**config.mk**
```make
export PLATFORM = sky130hd
export DESIGN_NAME = gc_recover_fifo
export DESIGN_NICKNAME = d
export VERILOG_FILES = /design/src/rtl/gc_recover_fifo.sv
export SDC_FILE = /design/constraint.sdc
export NUM_CORES = 1
export LEC_CHECK = 0
export CAP_MARGIN = 20
export CORE_MARGIN = 3
export CORE_UTILIZATION = 60
export DETAILED_ROUTE_END_ITERATION = 10
export PLACE_DENSITY = 0.79
export SETUP_SLACK_MARGIN = 0.3
export SYNTH_ARGS = -nofsm -noshare
export SYNTH_HDL_FRONTEND = slang
export SYNTH_SLANG_ARGS = --single-unit
```
**constraint.sdc**
```tcl
create_clock -name CLK -period 5.62 [get_ports CLK]
set_input_delay 1.686 -clock CLK [delete_from_list [all_inputs] [get_ports CLK]]
set_output_delay 1.686 -clock CLK [all_outputs]
set_load 0.01 [all_outputs]
```
**src/rtl/gc_recover_fifo.sv**
```systemverilog
// Circular FIFO of invalidated flash blocks queued for garbage collection, show-ahead head.
// Optional duplicate-push rejection is enabled by defining GC_RECOVER_DUP_CHECK_EN.
module gc_recover_fifo #(
  parameter int DEPTH = 16,
  parameter int BLK_W = 12
) (
  input  logic                       CLK,
  input  logic                       nRST,
  input  logic                       push,
  input  logic [BLK_W-1:0]           push_blk,
  input  logic                       pop,
  input  logic                       flush,
  output logic [BLK_W-1:0]           recover_blk,
  output logic                       fifo_recover_en,
  output logic                       full,
  output logic [$clog2(DEPTH):0]     count,
  output logic                       overflow,
  output logic                       underflow,
  output logic                       dup_hit
);

  localparam int PTR_W = $clog2(DEPTH);
  localparam int CNT_W = PTR_W + 1;
  localparam logic [CNT_W-1:0] FULL_CNT = CNT_W'(DEPTH);

  logic [BLK_W-1:0] mem_r [DEPTH];
  logic [PTR_W-1:0] wr_ptr_r;
  logic [PTR_W-1:0] rd_ptr_r;
  logic [CNT_W-1:0] count_r;
  logic             overflow_r;
  logic             underflow_r;
  logic             dup_hit_r;

  logic             empty_s;
  logic             full_s;
  logic             dup_s;
  logic             pop_eff_s;
  logic             push_eff_s;
  logic             overflow_set_s;
  logic             underflow_set_s;
  logic [CNT_W-1:0] count_nxt_s;

  assign empty_s = (count_r == {CNT_W{1'b0}});
  assign full_s  = (count_r == FULL_CNT);

`ifdef GC_RECOVER_DUP_CHECK_EN
  logic [DEPTH-1:0] valid_s;
  logic [DEPTH-1:0] match_s;

  // An entry is live when its distance from the head is below the occupancy.
  for (genvar g = 0; g < DEPTH; g++) begin : g_dup
    logic [PTR_W-1:0] off_s;
    assign off_s      = PTR_W'(g) - rd_ptr_r;
    assign valid_s[g] = ({1'b0, off_s} < count_r);
    assign match_s[g] = valid_s[g] && (mem_r[g] == push_blk);
  end

  assign dup_s = push && (|match_s);
`else
  assign dup_s = 1'b0;
`endif

  // Qualify push/pop and derive the sticky-flag set conditions.
  always_comb begin
    pop_eff_s       = 1'b0;
    push_eff_s      = 1'b0;
    overflow_set_s  = 1'b0;
    underflow_set_s = 1'b0;
    if (flush) begin
      pop_eff_s  = 1'b0;
      push_eff_s = 1'b0;
    end else begin
      pop_eff_s       = pop && !empty_s;
      push_eff_s      = push && !dup_s && (!full_s || pop_eff_s);
      overflow_set_s  = push && !dup_s && full_s && !pop_eff_s;
      underflow_set_s = pop && empty_s;
    end
  end

  // Occupancy moves by at most one entry per cycle.
  always_comb begin
    count_nxt_s = count_r;
    case ({push_eff_s, pop_eff_s})
      2'b10:   count_nxt_s = count_r + CNT_W'(1'b1);
      2'b01:   count_nxt_s = count_r - CNT_W'(1'b1);
      default: count_nxt_s = count_r;
    endcase
  end

  // Pointer, occupancy and status-flag registers.
  always_ff @(posedge CLK) begin
    if (!nRST) begin
      wr_ptr_r    <= {PTR_W{1'b0}};
      rd_ptr_r    <= {PTR_W{1'b0}};
      count_r     <= {CNT_W{1'b0}};
      overflow_r  <= 1'b0;
      underflow_r <= 1'b0;
      dup_hit_r   <= 1'b0;
    end else if (flush) begin
      wr_ptr_r    <= {PTR_W{1'b0}};
      rd_ptr_r    <= {PTR_W{1'b0}};
      count_r     <= {CNT_W{1'b0}};
      overflow_r  <= 1'b0;
      underflow_r <= 1'b0;
      dup_hit_r   <= 1'b0;
    end else begin
      if (push_eff_s) begin
        wr_ptr_r <= wr_ptr_r + PTR_W'(1'b1);
      end
      if (pop_eff_s) begin
        rd_ptr_r <= rd_ptr_r + PTR_W'(1'b1);
      end
      count_r     <= count_nxt_s;
      overflow_r  <= overflow_r | overflow_set_s;
      underflow_r <= underflow_r | underflow_set_s;
      dup_hit_r   <= dup_s;
    end
  end

  // Entry storage; contents are irrelevant outside the live window, so no reset.
  always_ff @(posedge CLK) begin
    if (nRST && push_eff_s) begin
      mem_r[wr_ptr_r] <= push_blk;
    end
  end

  assign recover_blk     = empty_s ? {BLK_W{1'b0}} : mem_r[rd_ptr_r];
  assign fifo_recover_en = !empty_s;
  assign full            = full_s;
  assign count           = count_r;
  assign overflow        = overflow_r;
  assign underflow       = underflow_r;
`ifdef GC_RECOVER_DUP_CHECK_EN
  assign dup_hit         = dup_hit_r;
`else
  assign dup_hit         = 1'b0;
`endif

endmodule

```
==> results of run 1 <==
## sequential cells by signal, summed over array words and instances, names as in the netlist, named ones only
register / count
count: 5
overflow: 1
wr_ptr_r: 4
mem_r: 192
rd_ptr_r: 4
underflow: 1
## layer usage
layer / global-route usage [%] / part of all wire (%)
met2: 38.3 / 49
met1: 35.2 / 42
met3: 4.13 / 7.3
met4: 5.75 / 1.7
met5: 0 / 0
## cell type report
| type | instances | area (sq um) | area share [%] |
|---|---|---|---|
| flip-flops and latches | 211 | 6150 | 63.3 |
| multi-input cells | 193 | 2060 | 21.2 |
| clock buffers | 29 | 608 | 6.26 |
| repair buffers | 63 | 573 | 5.90 |
| well taps | 176 | 220 | 2.27 |
| clock inverters | 7 | 83.8 | 0.863 |
| inverters | 5 | 18.8 | 0.193 |
## worst min-delay path, delay by kind of cell (launching register included)
kind,cells,cell delay (ns)
AOI/OAI and AO/OA,1,0.04
DFF,1,0.33
and+or+nand+nor,1,0.07
## Yosys cell counts, types with 2 or more instances
| library cell | count | share of area, % |
|---|---|---|
| a211oi_1 | 25 | 2.2 |
| a21oi_1 | 7 | 0.42 |
| a31o_2 | 2 | 0.21 |
| buf_2 | 12 | 0.72 |
| buf_4 | 3 | 0.27 |
| clkbuf_1 | 5 | 0.22 |
| dfxtp_1 | 19 | 4.6 |
| edfxtp_1 | 192 | 69 |
| ha_1 | 9 | 1.3 |
| inv_1 | 5 | 0.22 |
| mux2i_1 | 14 | 1.7 |
| mux4_2 | 48 | 13 |
| nand2_1 | 10 | 0.45 |
| nand2b_1 | 2 | 0.15 |
| nand3_1 | 6 | 0.36 |
| nor2_1 | 33 | 1.5 |
| nor2b_1 | 13 | 0.97 |
| xnor2_1 | 4 | 0.42 |
| xor2_1 | 2 | 0.21 |
## cell families (layout without fill, tap and decap cells)
logic type / after synthesis / count (layout) / share of synthesized area (%)
other: 1 / 1 / 0.0449
multiplexers: 62 / 62 / 14.6
XOR/XNOR: 6 / 6 / 0.630
adder cells (fa/ha/maj): 10 / 10 / 1.59
AO/OA/AOI/OAI: 42 / 42 / 3.64
flip-flops: 211 / 211 / 73.7
buffers and inverters: 27 / 104 / 1.62
AND/OR/NAND/NOR: 72 / 72 / 4.17
## where the power goes
part | total [mW] | internal, mW | switching (mW)
Combinational | 0.0802 | 0.0326 | 0.0476
Clock | 1.39 | 0.844 | 0.542
Sequential | 1.72 | 1.72 | 0.00400
Total | 3.19 | 2.59 | 0.594
## per-stage QoR
step | std cells | cell area, sq um | power [mW] | util [%]
finish | 684 | 9720 | 3.19 | 72.5
global route | 684 | 9720 | 3.28 | 72.5
CTS | 683 | 9700 | 3.20 | 72.4
detailed placement | 647 | 9010 | 1.83 | 67.2
global placement | 647 | 9010 | 1.83 | 67.2
floorplan | 431 | 8340 | 1.79 | -
## how the worst min path moves through the flow
stage / to / slack, ns
after global routing: register / 0.53
final: underflow / 0.47
after floorplan: register / 0.49
after detailed placement: underflow / 0.46
after global placement: underflow / 0.46
after CTS: underflow / 0.48
==> impl_metrics.env, run 1 <==
export IMPL_status="finished clean"
export IMPL_pre_cts_ws_ns=1.27
export IMPL_async_reset_ff_share_pct=0
export IMPL_hp_start="underflow"
export IMPL_endpoint="recover_blk[5]"
export IMPL_syn_inst=431
export IMPL_hold_ws_ns=0.475
export IMPL_drt_first_pass_iters=5
export IMPL_worstSkewPairLatency_ns=0.48
export IMPL_crit_required_ns=3.93
export IMPL_place_gp_congestion=0.829
export IMPL_hold_buffers=0
export IMPL_ant_nets=0
export IMPL_crit_slowest_cell="dfxtp_2"
export IMPL_drc=0
export IMPL_power_static_leakage_nw=3.07
export IMPL_ys_seq_area_share_pct=73.7
export IMPL_yosysWarnings=0
export IMPL_cts_htree_levels=1
export IMPL_finalCritPeriodShare_pct=86.1
export IMPL_cts_root_buffer="clkbuf_16"
export IMPL_worstHoldPathType="register to register"
export IMPL_path_buf_inv=2
export IMPL_ys_ff_latch=211
export IMPL_grt_start_max_net_pins=28
export IMPL_portBuffers=37
export IMPL_clk_path_buf_depth=3
export IMPL_worstSetupPathType="register to primary output"
export IMPL_drive_gt1_share_pct=21.5
export IMPL_post_cts_buffers=0
export IMPL_slew_headroom_pct=48.8
export IMPL_peakVddDrop_mv=0.181
export IMPL_grt_setup_unrepaired="no"
export IMPL_crit_fanout=27
export IMPL_finClkSkew_ns=0.0176
export IMPL_routedWlPerCell_um=25.3
export IMPL_avgSynthCellArea_sq_um=19.4
export IMPL_startpoint_type="register"
export IMPL_vias_per_cell=6.35
export IMPL_synthFlopType="edfxtp_1"
export IMPL_die_x_um=124
export IMPL_num_vias=4345
export IMPL_areaGrowthSynthToFinish_pct=16.5
export IMPL_holdPathStages=2
export IMPL_syn_cell_area_sq_mm=0.00834
export IMPL_r2r_cells=9
export IMPL_r2r_end="count[4]"
export IMPL_cp_slowest_stage_delay_ns=0.83
export IMPL_first_iter_violations=521
export IMPL_hold_viol_final=0
export IMPL_drv_cap=0
export IMPL_powerDensity_mw_per_mm2=328
export IMPL_drv_slew=0
export IMPL_clock_sinks=211
export IMPL_num_rows=42
export IMPL_grt_antenna_before_repair=0
export IMPL_grt_overflow_total=0
export IMPL_cp_end_kind="primary output"
export IMPL_routed_wl_um=17300
export IMPL_initial_core_util_pct=62.3
export IMPL_grt_pass1_wl_um=26700
export IMPL_n_fill_cell=779
export IMPL_arrival_ns=3.15
export IMPL_hpwl_um=10200
export IMPL_regToRegStartpoint="count[0]"
export IMPL_dieArea_sq_mm=0.0154
export IMPL_period_needed_ns=4.84
export IMPL_grt_pass1_vias=4531
export IMPL_fmax_mhz=207
export IMPL_clkTransAtPathRegs_ns=0.06
export IMPL_cts_resized=0
export IMPL_setup_tns_final_ns=0
export IMPL_fp_dieH_um=124
export IMPL_ys_types=39
export IMPL_timing_final_ws_setup_ns=0.781
export IMPL_cts_tree="yes"
export IMPL_num_io_pins=39
export IMPL_syn_num_nets=458
export IMPL_core_area_sq_mm=0.0134
export IMPL_rrSetupSlack_ns=2.78
export IMPL_synth_edff_count=192
export IMPL_crit_family="buffers and inverters"
export IMPL_mostFrequentLayoutCells="edfxtp_1 (192), mux4_2 (48), clkdlybuf4s50_1 (37)"
export IMPL_path_depth=5
export IMPL_tightest_slew_ns=0.748
export IMPL_path_cells="buf_4, mux4_2, mux2i_1, a211oi_1, clkdlybuf4s50_1"
export IMPL_antennaDiodeCount=0
export IMPL_setup_viol=0
export IMPL_grt_usage_pct=23.9
export IMPL_nNetsFinal=521
export IMPL_numCtsBuffers=20
export IMPL_layout_commonest_cell="edfxtp_1"
Power figures use the tool's default switching activity.
==> run 2, diff against run 1 <==
Settings changed: HOLD_SLACK_MARGIN set to 0.08.
==> results of run 2 <==
No change in the layout: final DEF, timing and power equal those of run 1.
